**config.mk**
```make
export PLATFORM = sky130hd
export DESIGN_NAME = mult_block_buffer
export DESIGN_NICKNAME = d
export VERILOG_FILES = /design/src/rtl/mult_buf_pkg.sv /design/src/rtl/mult_pipe.sv /design/src/rtl/mult_block_buffer.sv
export SDC_FILE = /design/constraint.sdc
export NUM_CORES = 1
export LEC_CHECK = 0
export CAP_MARGIN = 25
export CORE_AREA = 2 2 216 133
export DETAILED_ROUTE_END_ITERATION = 8
export DIE_AREA = 0 0 218 135
export DONT_BUFFER_PORTS = 1
export GPL_ROUTABILITY_DRIVEN = 0
export PLACE_DENSITY = 0.71
export SLEW_MARGIN = 20
export SYNTH_ARGS = -nofsm -noshare
export SYNTH_HDL_FRONTEND = slang
export SYNTH_SLANG_ARGS = --single-unit
```
**constraint.sdc**
```tcl
create_clock -name clk -period 7.4 [get_ports clk]
set_input_delay 0.74 -clock clk [delete_from_list [all_inputs] [get_ports clk]]
set_output_delay 0.74 -clock clk [all_outputs]
set_load 0.02 [all_outputs]
```
**src/rtl/mult_buf_pkg.sv**
```systemverilog
// mult_buf_pkg: shared types and helpers for the multiply/block-buffer slice
package mult_buf_pkg;
  typedef enum logic [1:0] {IDLE, FILL, FULL, DRAIN} state_t;
  function automatic int prod_w(input int in_w);
    return 2 * in_w;
  endfunction
endpackage

```
**src/rtl/mult_pipe.sv**
```systemverilog
// mult_pipe: MUL_STAGES-deep multiplier pipeline carrying a valid bit with the product
// Ports: clk, rst (sync, active-low); i_valid/i_a/i_b operand pair in;
//        o_valid/o_prod product out MUL_STAGES cycles later; o_busy = any stage holds a valid pair.
// Build option: SIGNED_MULT_EN selects a two's-complement multiply (default unsigned).
module mult_pipe
  import mult_buf_pkg::*;
#(
  parameter int IN_W       = 16,
  parameter int MUL_STAGES = 2
) (
  input  logic                      clk,
  input  logic                      rst,
  input  logic                      i_valid,
  input  logic [IN_W-1:0]           i_a,
  input  logic [IN_W-1:0]           i_b,
  output logic                      o_valid,
  output logic [prod_w(IN_W)-1:0]   o_prod,
  output logic                      o_busy
);
  localparam int PW = prod_w(IN_W);
`ifdef SIGNED_MULT_EN
  localparam bit SGN = 1'b1;
`else
  localparam bit SGN = 1'b0;
`endif
  logic [MUL_STAGES-1:0] r_vld;
  logic [PW-1:0]         r_prod [MUL_STAGES];
  logic [PW-1:0]         w_a, w_b, w_prod;
  // Extending both operands to the full product width makes the truncated
  // product correct for either signedness.
  assign w_a    = {{IN_W{SGN & i_a[IN_W-1]}}, i_a};
  assign w_b    = {{IN_W{SGN & i_b[IN_W-1]}}, i_b};
  assign w_prod = w_a * w_b;
  always_ff @(posedge clk) begin
    if (!rst) begin
      r_vld <= '0;
      for (int i = 0; i < MUL_STAGES; i++) r_prod[i] <= '0;
    end else begin
      r_vld     <= MUL_STAGES'({r_vld, i_valid});
      r_prod[0] <= w_prod;
      for (int i = 1; i < MUL_STAGES; i++) r_prod[i] <= r_prod[i-1];
    end
  end
  assign o_valid = r_vld[MUL_STAGES-1];
  assign o_prod  = r_prod[MUL_STAGES-1];
  assign o_busy  = |r_vld;
endmodule

```
**src/rtl/mult_block_buffer.sv**
```systemverilog
// mult_block_buffer: multiplies operand pairs into a RAM block and streams the block back on request
// Ports: clk, rst (sync, active-low);
//        EN_mult/mult_input0/mult_input1/RDY_mult  operand handshake;
//        EN_writeMem/writeMem_addr/writeMem_val    RAM write port;
//        EN_blockRead                              read-out request;
//        EN_readMem/readMem_addr/readMem_val       RAM read port (RD_LAT cycles);
//        VALID_memVal/memVal_data                  streamed products; count = products held or in flight.
// Build option: SIGNED_MULT_EN selects a signed multiply.
module mult_block_buffer
  import mult_buf_pkg::*;
#(
  parameter int IN_W       = 16,
  parameter int DEPTH      = 64,
  parameter int ADDR_W     = $clog2(DEPTH),
  parameter int MUL_STAGES = 2,
  parameter int RD_LAT     = 1
) (
  input  logic                    clk,
  input  logic                    rst,
  input  logic                    EN_mult,
  input  logic [IN_W-1:0]         mult_input0,
  input  logic [IN_W-1:0]         mult_input1,
  output logic                    RDY_mult,
  output logic                    EN_writeMem,
  output logic [ADDR_W-1:0]       writeMem_addr,
  output logic [prod_w(IN_W)-1:0] writeMem_val,
  input  logic                    EN_blockRead,
  output logic                    EN_readMem,
  output logic [ADDR_W-1:0]       readMem_addr,
  input  logic [prod_w(IN_W)-1:0] readMem_val,
  output logic                    VALID_memVal,
  output logic [prod_w(IN_W)-1:0] memVal_data,
  output logic [ADDR_W:0]         count
);
  localparam logic [ADDR_W:0] FULL_CNT = (ADDR_W+1)'(DEPTH);
  state_t              r_state, w_next;
  logic [ADDR_W:0]     r_count, r_rd, r_vcnt;
  logic [ADDR_W-1:0]   r_wptr;
  logic                r_pend;
  logic [RD_LAT-1:0]   r_rlat;
  logic                w_acc, w_busy, w_go, w_last;
  assign RDY_mult = rst && (r_state == IDLE || r_state == FILL) && r_count < FULL_CNT && !r_pend;
  assign w_acc    = EN_mult && RDY_mult;
  // The drain may only start once no pair is entering or inside the pipeline,
  // so every counted product is in RAM before it is read back.
  assign w_go     = (EN_blockRead || r_pend) && r_state != DRAIN && r_count != '0 && !w_acc && !w_busy;
  assign w_last   = VALID_memVal && r_vcnt == r_count - 1'b1;
  assign EN_readMem    = r_state == DRAIN && r_rd < r_count;
  assign readMem_addr  = r_rd[ADDR_W-1:0];
  assign writeMem_addr = r_wptr;
  assign count         = r_count;
  mult_pipe #(.IN_W(IN_W), .MUL_STAGES(MUL_STAGES)) u_pipe (
    .clk     (clk),
    .rst     (rst),
    .i_valid (w_acc),
    .i_a     (mult_input0),
    .i_b     (mult_input1),
    .o_valid (EN_writeMem),
    .o_prod  (writeMem_val),
    .o_busy  (w_busy)
  );
  always_ff @(posedge clk) begin
    if (!rst) r_state <= IDLE;
    else      r_state <= w_next;
  end
  always_comb begin
    w_next = r_state;
    w_next = w_go ? DRAIN :
             r_state == DRAIN ? (w_last ? IDLE : DRAIN) :
             w_acc ? ((r_count + 1'b1 == FULL_CNT) ? FULL : FILL) : r_state;
  end
  always_ff @(posedge clk) begin
    if (!rst) begin
      r_count      <= '0;
      r_wptr       <= '0;
      r_rd         <= '0;
      r_vcnt       <= '0;
      r_pend       <= 1'b0;
      r_rlat       <= '0;
      VALID_memVal <= 1'b0;
      memVal_data  <= '0;
    end else begin
      // A request seen while products are still in flight is remembered and
      // also closes the accept window.
      r_pend       <= !w_go && (r_pend || (EN_blockRead && r_state != DRAIN && (r_count != '0 || w_acc)));
      r_rlat       <= RD_LAT'({r_rlat, EN_readMem});
      VALID_memVal <= r_rlat[RD_LAT-1];
      if (r_rlat[RD_LAT-1]) memVal_data <= readMem_val;
      if (w_last) begin
        r_count <= '0;
        r_wptr  <= '0;
        r_rd    <= '0;
        r_vcnt  <= '0;
      end else begin
        if (w_acc)        r_count <= r_count + 1'b1;
        if (EN_writeMem)  r_wptr  <= r_wptr + 1'b1;
        if (EN_readMem)   r_rd    <= r_rd + 1'b1;
        if (VALID_memVal) r_vcnt  <= r_vcnt + 1'b1;
      end
    end
  end
endmodule

```
# ---- Word-level counts from Yosys, hierarchy flattened
# Memories as Yosys holds them, arrays and structs flattened.
# Cells that the tools add are included.
dict set report word_totals {
  regBits 66
  mem_bits_rw 64
  inputBits 68
  word_cells 62
  memories 1
}
# memory words width rd rd_ports_with_merged_regs write_ports line_no
set mem_list {}
lappend mem_list {u_pipe.r_prod 2 32 2 0 2 mult_pipe.sv:27} ;# logic [PW-1:0] r_prod [MUL_STAGES];
dict set report op_classes {
  add_sub_neg 5
  mul 1
  order_cmp 2
  eq_ne 5
  muxes 9
  bitwise_logic 3
  n_reduce_logical 26
}
# cell count
set ops {}
lappend ops {{$mux W32} 2}
lappend ops {{$mul A16 B16 Y32} 1}
lappend ops {{$add A7 B1 Y7 const B} 3}
lappend ops {{$logic_and A1 B1 Y1} 13}
lappend ops {{$mux W2} 5}
lappend ops {{$eq A7 B7 Y1} 1}
lappend ops {{$eq A7 B7 Y1 const B} 1}
lappend ops {{$lt A7 B7 Y1} 1}
lappend ops {{$lt A7 B7 Y1 const B} 1}
lappend ops {{$reduce_bool A7 Y1} 1}
lappend ops {{$sub A7 B1 Y7 const B} 1}
lappend ops {{$add A6 B1 Y6 const B} 1}
lappend ops {{$logic_not A1 Y1} 4}
lappend ops {{$logic_or A1 B1 Y1} 4}
lappend ops {{$reduce_or A2 Y1} 2}
lappend ops {{$reduce_bool A3 Y1} 1}
lappend ops {{$eq A2 B1 Y1 const B} 1}
lappend ops {{$eq A2 B2 Y1 const B} 1}
lappend ops {{$logic_not A2 Y1} 1}
lappend ops {{$mux W1} 2}
lappend ops {{$ne A2 B2 Y1 const B} 1}
lappend ops {{$or A1 B1 Y1} 2}
lappend ops {{$not A1 Y1} 1}

# ---- Depth between registers and ports, before layout
# Gate-level depths: netlist (run 1).
dict set report logic_depth {
  ltp_word 11
  ltp_mapped 22
  depth_no_buf 20
}

# ---- Cells and area by module
# Synthesis (run 1) repeated with hierarchy kept, for this count alone.
dict set report hier_totals {
  hier_cells 1484
  hier_area_um2 13526.7
}
# module n_inst cells_each area_each_um2 seq_area_each_um2
set by_module_without_submodules {}
lappend by_module_without_submodules {mult_pipe 1 1165 10541.4 1321.3}
lappend by_module_without_submodules {mult_block_buffer 1 319 2985.4 1281.2}

# ---- Worst setup path before layout (run 1)
# OpenSTA, ideal clock, no wires.
dict set report synth_path {
  path_type {input to register}
  startpoint {input mult_input0[7]}
  endpoint {memory u_pipe.r_prod[0][29] (netlist name)}
  setup_time_ps 72
  t_arrival_ps 5945
  required_time_ps 7328
  path_slack_ps 1384
  stages 21
  path_buffers 2
  path_cell_list {clkbuf_1 > nand2_1 > fa_1 > inv_1 > fa_1 > inv_1 > fa_1 > inv_1 > fa_1 > fa_1 > inv_1 > fa_1 > inv_1 > ha_1 > buf_4 > a21o_1 > and3_4 > o311ai_2 > a2111oi_4 > a211oi_2 > mux2i_1}
}
# item line_no
set synth_lines {}
lappend synth_lines {{from (decl)} mult_block_buffer.sv:21} ;# input logic [IN_W-1:0] mult_input0,
lappend synth_lines {{to (decl)} mult_pipe.sv:27}

==> impl_metrics.json, run 1 <==
{
  "ys.flop_type": "dfxtp_1",
  "slowest_delay_ns": 0.56,
  "grt-ovfl-total": 0,
  "slew_headroom": 0.346,
  "drive_above_1_share": 0.0366,
  "hold-worst-slack_ns": 0.433,
  "yosysUniqueCellTypes": 64,
  "grt_start_max_net_pins": 60,
  "clock_path_buffers": 2,
  "ys_seq_area_frac": 0.193,
  "cp_max_fo": 16,
  "grt_pass1_vias": 10100,
  "grt_pass1_wl_mm": 51.6,
  "path_class": "primary input to register",
  "hpwl_mm": 24.4,
  "clk_latency_ns": 0.41,
  "cts.hold.buffers_added": 0,
  "nets": 1786,
  "tightest_slew_ns": 0.981,
  "antenna_found_initial": 0,
  "regArea_um2": 2600,
  "status": "completed",
  "vias_per_cell": 5.31,
  "cts_setup_buffers": 0,
  "dieArea_um2": 29400,
  "multi_input_area_um2": 9440,
  "yosys_warnings": 0,
  "slew_violations": 0,
  "netlist.area_leader.share": 0.288,
  "portBuffers": 0,
  "grt_setup_unrepaired": "false",
  "fp.dieH_um": 135,
  "ant_nets": 0,
  "r2r_cells": 8,
  "hold_end": "u_pipe.r_prod[0][46]$_SDFF_PN0_",
  "ys_ff_latch": 130,
  "maxCapViolations": 0,
  "io-pin-count": 155,
  "max_freq_mhz": 168,
  "synthTopCellsByCount": "inv_1, fa_1, nand2_1, and2_1, dfxtp_1",
  "final.setup.tns_ns": 0,
  "post_cts_resized": 0,
  "hold_viol": 0,
  "path_common_cell": "fa_1",
  "syn_avg_cell_area_um2": 9.07,
  "ctsRootBufferMaster": "clkbuf_16",
  "synth_edf_count": 0,
  "first_pass_iters": 5,
  "num_vias": 9500,
  "drt_iter0_drc": 642,
  "grt.total_usage": 0.222,
  "period_share": 0.805,
  "syn_area_um2": 13500,
  "clk_pin_slew_worst_paths_ns": 0.06,
  "drcViolationCount": 0,
  "critPathBufInv": 4,
  "h-tree-depth": 4,
  "setup_viol": 0,
  "crit_path_top_delay_cell": "fa_1",
  "synthArstFlopShare": 0,
  "synth_nets": 1867,
  "clock-sinks": 130,
  "syn-instance-count": 1489,
  "holdCritPathClass": "register to register",
  "synth_area_leaders": "fa_1, dfxtp_1, ha_1",
  "tritoncts": "done",
  "cp-start-kind": "primary input",
  "cts_buffers": 17,
  "required_ns": 7.73,
  "fillers": 2566,
  "wl_per_cell_um": 17.2,
  "placementRows": 47,
  "hold_depth": 1,
  "path_delay_family": "adder cells",
  "path_cells": "and2_1 > fa_1 > inv_1 > fa_1 > fa_1 > fa_1 > inv_1 > fa_1 > inv_1 > fa_1 > inv_1 > ha_1 > a21oi_1 > o21ai_0 > a21oi_1 > o31ai_1 > a211oi_1 > mux2i_1",
  "yosysMostFrequentCell": "inv_1",
  "coreArea_um2": 27300,
  "yosysTopAreaCell": "fa_1",
  "rrSetupSlack_ns": 4.55,
  "diodes": 0,
  "r2r_end": "r_rd[5]$_SDFFE_PP0P_",
  "cp-startpoint": "mult_input1[4]",
  "reg2reg_from": "count[0]$_SDFFE_PP0P_",
  "fin_skew_ns": 0.0103,
  "syn2layout_area_growth_pct": 3.56,
  "die_w_um": 218,
  "wl_mm": 30.8,
  "initial_utilization": 0.495,
  "end_kind": "register",
  "final.min_clock_period_ns": 5.96,
  "cp.arrival_ns": 6.29,
  "min_from": "u_pipe.r_prod[0][14]$_SDFF_PN0_"
}
-- metrics by stage --
| stage | setup WS [ns] | instance area [um^2] | instances | utilization |
|---|---|---|---|---|
| 2_1_floorplan | 1.38 | 13500 | 1489 | - |
| 3_3_place_gp | 1.35 | 13400 | 1756 | 0.491 |
| 3_5_place_dp | 1.08 | 13400 | 1756 | 0.491 |
| 4_1_cts | 1.51 | 14000 | 1788 | 0.512 |
| 5_1_grt | 1.28 | 14000 | 1788 | 0.512 |
| 6_report | 1.44 | 14000 | 1788 | 0.512 |
-- state kept, by name, summed over array words and instances (netlist names) --
| signal | cells |
|---|---|
| r_state | 2 |
| memVal_data | 32 |
| r_rd | 7 |
| u_pipe.r_vld | 2 |
| writeMem_addr | 6 |
| r_vcnt | 7 |
| count | 7 |
| VALID_memVal | 1 |
| r_rlat | 1 |
| r_pend | 1 |
| u_pipe.r_prod | 64 |
-- cell families (layout without fill, tap and decap cells) --
logic type,after synthesis,after routing,share of synthesized area
buffers and inverters,338,270,0.108
AOI/OAI and AO/OA,112,112,0.0597
muxes,42,42,0.0313
adders and majority gates,310,310,0.395
DFF,130,130,0.193
and+or+nand+nor,505,505,0.180
xor gates and xnor gates,52,52,0.0337
-- cell usage in the layout, fill, tap and decap left out, types with 17 or more instances in the layout --
master     Yosys  layout
nand4_1       19      19
ha_1         116     116
xnor2_1       33      33
nor2_1       105     105
xor2_1        19      19
clkbuf_16      0      17
a21oi_1       37      37
inv_1        235     235
dfxtp_1      130     129
mux2i_1       40      40
nand2_1      185     185
and2_1       155     155
fa_1         194     194
-- worst max-delay path by stage --
stage	endpoint	slack, ns	cells past startpoint
floorplan	u_pipe.r_prod[0][29]$_SDFF_PN0_	1.38	21
global placement	u_pipe.r_prod[0][30]$_SDFF_PN0_	1.35	18
detailed placement	u_pipe.r_prod[0][30]$_SDFF_PN0_	1.08	18
CTS	u_pipe.r_prod[0][30]$_SDFF_PN0_	1.51	18
global route	u_pipe.r_prod[0][30]$_SDFF_PN0_	1.28	18
finish	u_pipe.r_prod[0][30]$_SDFF_PN0_	1.44	18
-- metal layers --
metal / global-route usage / part of all wire
met5: 0 / 0
met4: 0.0457 / 0.012
met3: 0.0475 / 0.073
met2: 0.366 / 0.48
met1: 0.303 / 0.44
-- area by class of cell --
class | count | area share
Clock buffer | 17 | 0.0304
Tap cell | 367 | 0.0328
Sequential cell | 130 | 0.186
Timing Repair Buffer | 2 | 0.00107
Multi-Input combinational cell | 1021 | 0.676
Clock inverter | 15 | 0.0105
Inverter | 236 | 0.0634
Power of run 1 is not shown: default switching activity piles up to over one toggle a cycle in this logic, so the estimate is an artifact.
==> run 2: changes to the inputs <==
PLACE_DENSITY = 0.74   (was 0.71)
clock period = 5.2 ns   (was 7.4 ns; I/O delays follow)
==> run 2 against run 1 <==
Compared with the run above:
- cell count grew 2.6%
- largest cell class unchanged
- die area is the same
- flip-flop and latch count is the same
- count of clock-buffer cells in the layout grew 3
- design area grew 4.5%
- non-clock buffer count grew 47
- critical endpoint is now u_pipe.r_prod[0][31]$_SDFF_PN0_
- setup slack lost 1.3 ns
==> impl_metrics.json, run 2 (synthesis gave the netlist of run 1 again) <==
{
  "post-place-ws_ns": -0.461,
  "grt_start_max_net_pins": 60,
  "drt_iter0_drc": 607,
  "syn2layout_area_growth_pct": 8.24,
  "grt.met1_usage": 0.320,
  "top_regs": "u_pipe.r_prod x64, memVal_data x32",
  "placementRows": 47,
  "fillers": 2470,
  "r2r_cells": 8,
  "grtUsageMet2": 0.351,
  "final_cell_mix": "inv_1, fa_1, nand2_1, and2_1, dfxtp_1",
  "max_freq_mhz": 196,
  "fin_skew_ns": 0.0120,
  "clk_latency_ns": 0.40,
  "drive_above_1_share": 0.0995,
  "antenna_found_initial": 0,
  "hold_viol": 0,
  "use_met3": 0.0628,
  "hpwl_mm": 24.8,
  "largest_reg_flops": 64,
  "grt.total_usage": 0.227,
  "multi_input_area_um2": 9710,
  "wl_mm": 31.7,
  "first_pass_iters": 5,
  "grt_pass1_wl_mm": 52.5,
  "clk_pin_slew_worst_paths_ns": 0.06,
  "period_share": 0.981,
  "maxCapViolations": 0,
  "setup_viol": 0,
  "regArea_um2": 2600,
  "cp-start-kind": "primary input",
  "cts_buffers": 17,
  "slew_headroom": 0.338,
  "h-tree-depth": 4,
  "final.setup.tns_ns": 0,
  "worst_slack_ns": 0.0978,
  "coreArea_um2": 27300,
  "ctsRootBufferMaster": "clkbuf_16",
  "vias_per_cell": 5.31,
  "final.min_clock_period_ns": 5.10,
  "diodes": 0,
  "required_ns": 5.48,
  "drcViolationCount": 0,
  "clock_path_buffers": 2,
  "cp-startpoint": "mult_input1[6]",
  "regMostFlops": "u_pipe.r_prod",
  "io-pin-count": 155,
  "holdCritPathClass": "primary input to register",
  "grt-ovfl-total": 0,
  "path_cells": "and2_4 > fa_1 > inv_2 > fa_1 > fa_2 > fa_1 > inv_1 > fa_1 > inv_1 > fa_1 > inv_1 > ha_4 > nand4_1 > o221ai_2 > a21oi_2 > o211a_1 > o21ai_2 > mux2_4",
  "min_from": "rst",
  "tritoncts": "done",
  "path_common_cell": "fa_1",
  "cp.arrival_ns": 5.39,
  "die_w_um": 218,
  "end_kind": "register",
  "cp_max_fo": 16,
  "fp.dieH_um": 135,
  "ant_nets": 0,
  "reg2reg_from": "count[0]$_SDFFE_PP0P_",
  "slew_violations": 0,
  "crit_path_top_delay_cell": "fa_1",
  "mostFrequentLayoutCell": "inv_1",
  "hold_depth": 1,
  "path_class": "primary input to register",
  "status": "completed",
  "wl_per_cell_um": 17.3,
  "dieArea_um2": 29400,
  "grt_setup_unrepaired": "true",
  "busiest_layer": "met2",
  "clock-sinks": 130,
  "fin_util": 0.535,
  "tightest_slew_ns": 0.992,
  "portBuffers": 0,
  "initial_utilization": 0.495,
  "grt_pass1_vias": 10300,
  "slowest_delay_ns": 0.55,
  "num_vias": 9744,
  "nets": 1833
}
-- run 2: changes by cell type in the layout (fill, tap and decap cells not counted), moves of 7 or more --
cell,delta
a21oi_1,-7
and2_4,+9
inv_2,+7
and2_1,-9
ha_4,+8
ha_1,-8
inv_1,-7
buf_4,+44
-- run 2: layout make-up --
cell class | count | share of cell area
flip-flops and latches | 130 | 0.178
well taps | 367 | 0.0314
multi-input cells | 1021 | 0.664
clock buffers | 20 | 0.0306
repair buffers | 49 | 0.0256
inverters | 236 | 0.0606
clock inverters | 12 | 0.00916
-- run 2: timing repair --
item | in CTS | in global routing
endpoints found under the setup margin | 1 | 11
hold buffers | 0 | 0
gates resized for setup | 1 | 20
setup buffers | 0 | 1
pin swaps | 0 | 16
-- run 2: worst paths after layout --
kind / endpoint / slack, ns
worst max-delay path: u_pipe.r_prod[0][31]$_SDFF_PN0_ / 0.1
worst min-delay path: VALID_memVal$_SDFF_PN0_ / 0.25
worst max register to register: count[3]$_SDFFE_PP0P_ / 2.22
worst min register to register: u_pipe.r_prod[0][41]$_SDFF_PN0_ / 0.43
-- run 2: routing by layer --
| layer | up-vias | part of all wire |
|---|---|---|
| met5 | - | 0 |
| met4 | 0 | 0.012 |
| met3 | 38 | 0.086 |
| met2 | 355 | 0.44 |
| met1 | 4855 | 0.46 |
| li1 | 4496 | - |
-- run 2: stage by stage --
step	hold slack, ns	std cells	cell area (um^2)
6_report	0.253	1835	14600
4_1_cts	0.221	1831	14500
2_1_floorplan	0.412	1489	13900
3_3_place_gp	0.418	1799	13900
3_5_place_dp	0.417	1799	13900
5_1_grt	0.227	1835	14600
-- run 2: worst max-delay path, delay by kind of cell --
family / cells / cell delay [ns]
AO/OA/AOI/OAI: 4 / 0.76
adder cells (fa/ha/maj): 7 / 3.29
AND/OR/NAND/NOR: 2 / 0.29
multiplexers: 1 / 0.31
buffers and inverters: 4 / 0.20
Power of run 2 is left out for the same reason.
==> run 3: changes to the inputs <==
CORE_AREA = 5 5 219 136   (was 2 2 216 133)
DIE_AREA = 0 0 224 141   (was 0 0 218 135)
GPL_TIMING_DRIVEN = 0   (was not set)
==> run 3 against run 2 <==
Compared with the run above:
- the flow now finishes with violations (setup timing)
- register-to-register slack better by 0.24 ns
- utilization up 2.3 points
- hold slack better by 0.0041 ns
- design area up 6.7%
- clock skew down 0.0043 ns
- cell count up 5.0%
- highest routed layer unchanged
- die area up 7.3%
- global-route usage about the same
- via count up 4.7%
==> impl_metrics.json, run 3 (synthesis gave the netlist of run 1 again) <==
{
  "initial_utilization": 0.483,
  "coreArea_um2": 27900,
  "num_vias": 10200,
  "dieArea_um2": 31600,
  "grt_pass1_vias": 11000,
  "die_w_um": 224,
  "maxCapViolations": 0,
  "placed_cells": 1864,
  "hold_viol": 0,
  "status": "complete, but fails checks",
  "clk_latency_ns": 0.41,
  "nets": 1916,
  "clock_path_buffers": 2,
  "fp.dieH_um": 141,
  "drive_above_1_share": 0.165,
  "mostFrequentLayoutCell": "inv_1",
  "grt_setup_unrepaired": "true",
  "cts_buffers": 17,
  "largest_reg_flops": 64,
  "grt_start_max_net_pins": 17,
  "holdCritPathClass": "primary input to register",
  "tightest_slew_ns": 1.06,
  "cp-start-kind": "primary input",
  "antenna_found_initial": 3,
  "violations": "setup timing",
  "path_class": "primary input to register",
  "clock-sinks": 130,
  "io-pin-count": 155,
  "post-place-ws_ns": -0.863,
  "first_pass_iters": 5,
  "cp_max_fo": 7,
  "hpwl_mm": 28.5,
  "hold-worst-slack_ns": 0.257,
  "max_freq_mhz": 191,
  "syn2layout_area_growth_pct": 15.5,
  "grt-ovfl-total": 0,
  "slew_headroom": 0.284,
  "grt_pass1_wl_mm": 57.1,
  "final.min_clock_period_ns": 5.22,
  "ant_nets": 0,
  "cp.arrival_ns": 5.52,
  "drcViolationCount": 0,
  "hold_end": "memVal_data[19]$_SDFFE_PN0P_",
  "portBuffers": 0,
  "h-tree-depth": 4,
  "vias_per_cell": 5.30,
  "worst_slack_ns": -0.0238,
  "fin_cells": 1926,
  "slew_violations": 0,
  "final_cell_mix": "inv_1, fa_1, nand2_1, and2_1, dfxtp_1",
  "regMostFlops": "u_pipe.r_prod",
  "wl_per_cell_um": 18.1,
  "r2r_end": "r_vcnt[2]$_SDFFE_PP0P_",
  "diodes": 0,
  "clk_pin_slew_worst_paths_ns": 0.07,
  "grt.total_usage": 0.228,
  "top_regs": "u_pipe.r_prod x64, memVal_data x32",
  "hold_depth": 2,
  "tritoncts": "done",
  "setup_viol": 4,
  "fin_skew_ns": 0.00779,
  "rrSetupSlack_ns": 2.46,
  "reg2reg_from": "count[0]$_SDFFE_PP0P_",
  "ctsRootBufferMaster": "clkbuf_16",
  "wl_mm": 34.9,
  "cts.hold.buffers_added": 0,
  "drt_iter0_drc": 680,
  "required_ns": 5.49,
  "placementRows": 48,
  "min_from": "readMem_val[19]",
  "period_share": 1.00,
  "r2r_cells": 9,
  "end_kind": "register"
}
[run 3: what timing repair did]
action                                  4_1_cts  5_1_grt
resized for setup                            51       73
gates cloned                                  0        1
pin swaps                                    50       43
buffers inserted                             13       18
endpoints found under the setup margin       14       14
[run 3: critical path, stage by stage]
cell and delay (ns):
and2_4 0.14, fa_1 0.52, inv_1 0.06, fa_1 0.50, fa_1 0.54, inv_2 0.04, fa_1 0.48, fa_1 0.49
inv_1 0.05, fa_1 0.52, inv_2 0.05, ha_4 0.20, buf_6 0.12, a21o_1 0.18, and3_4 0.18, o311ai_4 0.31
buf_4 0.18, o211ai_4 0.10, a211o_1 0.31
[run 3: worst max path at each step]
stage / from / end / slack, ns / cells after the start
floorplan: mult_input1[15] / u_pipe.r_prod[0][23]$_SDFF_PN0_ / -0.25 / 17
CTS: mult_input1[5] / u_pipe.r_prod[0][29]$_SDFF_PN0_ / -0.04 / 20
global placement: mult_input0[3] / u_pipe.r_prod[0][23]$_SDFF_PN0_ / -0.81 / 20
detailed placement: mult_input0[3] / u_pipe.r_prod[0][23]$_SDFF_PN0_ / -0.86 / 20
global route: mult_input1[1] / u_pipe.r_prod[0][29]$_SDFF_PN0_ / -0.16 / 18
finish: mult_input1[6] / u_pipe.r_prod[0][23]$_SDFF_PN0_ / -0.02 / 19
[run 3: final cells by class]
cell class	instances	area (um^2)
Clock buffer	17	425
Timing Repair Buffer	32	272
Inverter	236	886
Clock inverter	15	138
Buffer	100	893
Fill cell	2455	12300
Multi-Input combinational cell	1021	9910
Sequential cell	130	2600
Tap cell	375	469
[run 3: metal layers]
layer,vias to the layer above,GRT usage,share of wire
met3,51,0.0581,0.080
met2,362,0.352,0.45
met5,-,0,0
li1,4680,-,-
met4,0,0.0528,0.016
met1,5112,0.324,0.46
[run 3: metrics by stage]
| stage | TNS (ns) | cell area [um^2] | utilization |
|---|---|---|---|
| after floorplan | -0.996 | 13900 | - |
| after global placement | -9.67 | 14300 | 0.513 |
| after detailed placement | -10.96 | 14300 | 0.513 |
| after CTS | -0.0527 | 15200 | 0.544 |
| after global routing | -0.916 | 15600 | 0.558 |
| final | -0.0651 | 15600 | 0.558 |
Power of run 3 is left out for the same reason.
==> RTL change, RTL diff (settings of run 2) <==
The option `SIGNED_MULT_EN` is turned on by a define.
--- a/src/rtl/mult_pipe.sv
+++ b/src/rtl/mult_pipe.sv
@@ -3,4 +3,6 @@
 //        o_valid/o_prod product out MUL_STAGES cycles later; o_busy = any stage holds a valid pair.
 // Build option: SIGNED_MULT_EN selects a two's-complement multiply (default unsigned).
+`define SIGNED_MULT_EN
+
 module mult_pipe
   import mult_buf_pkg::*;
Behaviour: not the same (Yosys sat finds a counterexample within 4 cycles, from zero or initial values and one cycle with rst low).
==> RTL change against run 2 <==
  * The run now ends with setup timing left
  * Area after synthesis grew 9.6%
  * Sequential cell count unchanged
  * Cell area is 15% higher
  * Count of clock-buffer cells in the layout did not move
  * Setup slack lost 200 ps
  * Die area stayed put
  * Wire length grew 3.1%
  * Critical path type unchanged
Power is not shown: default switching activity piles up to over one toggle a cycle in this logic, so the estimate is an artifact.
==> RTL change: results (changes against run 2) <==
- Cell variety after synth: 62 (was 64)
- RR Startpoint: count[0] (unchanged)
- Met2 usage: 40.5% (was 35.1%)
- Fillers: 2269 (was 2470)
- Most instantiated cells after synthesis: 314 x inv_1, 262 x fa_1, 169 x and2_1, 136 x nand2_1, 130 x dfxtp_1 (was 235 x inv_1, 194 x fa_1, 185 x nand2_1, 155 x and2_1, 130 x dfxtp_1)
- Drt initial violations: 476 (was 607)
- Met3 GRT Util: 4.39% (was 6.28%)
- Placed cell area: 15700 um2 (was 13900 um2)
- Status: complete, but fails checks (was finished clean)
- Pin count of the biggest net entering global routing: 57 (was 60)
- CP Launch Point: mult_input0[15] (was mult_input1[6])
- PostCTS Resize Cnt: 11 (was 1)
- Failing checks: setup timing
- Clock Skew: 7.26 ps (was 12.0 ps)
- Setup ws final: -107 ps (was 97.8 ps)
- Setup-failing EPs final: 2 (was 0)
- CP max stage cell: fa_2 (was fa_1)
- Total track usage: 23.9% (was 22.7%)
- Share of cells above drive strength 1: 15.7% (was 9.95%)
- Flop-to-flop setup slack: 2250 ps (was 2220 ps)
- Met1 Use GR: 32.3% (was 32.0%)
- Mux share of post-synthesis cell area: 2.44% (was 3.13%)
- Worst path arrival time: 5600 ps (was 5390 ps)
- Seq/Total Area, Yosys: 17.6% (was 19.3%)
- Post-synthesis compound-gate area fraction: 5.08% (was 5.97%)
- Drt pass-1 iters: 4 (was 5)
- WHS: 237 ps (was 253 ps)
- Pre-CTS setup slack: -646 ps (was -461 ps)
- Post-DP HPWL: 26200 um (was 24800 um)
- XOR/XNOR share of the synthesized area: 3.67% (was 3.37%)
- Util after Layout: 61.6% (was 53.5%)
- Top cells by area, synth: fa_1 35%, dfxtp_1 18%, inv_1 8.0%, ha_1 8.0%, and2_1 7.1% (was fa_1 29%, dfxtp_1 19%, ha_1 11%, and2_1 7.2%, inv_1 6.5%)
- Final Instance Count excl. Fillers: 2001 (was 1835)
- Avg Cell Area, Syn: 9.36 um2 (was 9.07 um2)
- Routed len/inst: 16.4 um (was 17.3 um)
- Max_slew headroom: 36.4% (was 33.8%)
- Post-synthesis adder-cell area fraction: 43.4% (was 39.5%)
- FF-to-FF End: r_vcnt[5] (was count[3])
- Via count: 10400 (was 9744)
- Root buf cell: clkbuf_16 (unchanged)
- Vias in the first global route: 11500 (was 10300)
- # Post-CTS Setup Buffers: 6 (was 0)
- Max incr delay on CP: 620 ps (was 550 ps)
- Critical Path End: u_pipe.r_prod[0][31] (unchanged)
- First-pass GRT wire length: 56100 um (was 52500 um)
[RTL change: changes by cell type in the layout (fill, tap and decap cells not counted), moves of 7 or more]
cell,change
inv_1,+68
fa_1,+63
buf_4,+54
nand2_1,-49
ha_1,-30
and2_1,+13
buf_6,+12
inv_2,+10
xnor2_1,+8
a21oi_1,-7
ha_4,+7
nand2b_1,+7
nand4_1,-7
[RTL change: area by class of cell]
| type | count | share of cell area (%) |
|---|---|---|
| clock buffers | 20 | 2.72 |
| clock inverters | 12 | 0.930 |
| inverters | 315 | 7.06 |
| multi-input cells | 1043 | 65.6 |
| flip-flops and latches | 130 | 15.5 |
| well taps | 367 | 2.73 |
| repair buffers | 114 | 5.51 |
[RTL change: layer usage]
layer | part of all wire [%] | routed length [um]
met4 | 1.2 | 384
met1 | 45 | 14600
met2 | 49 | 16100
met3 | 4.8 | 1570
met5 | 0 | 0
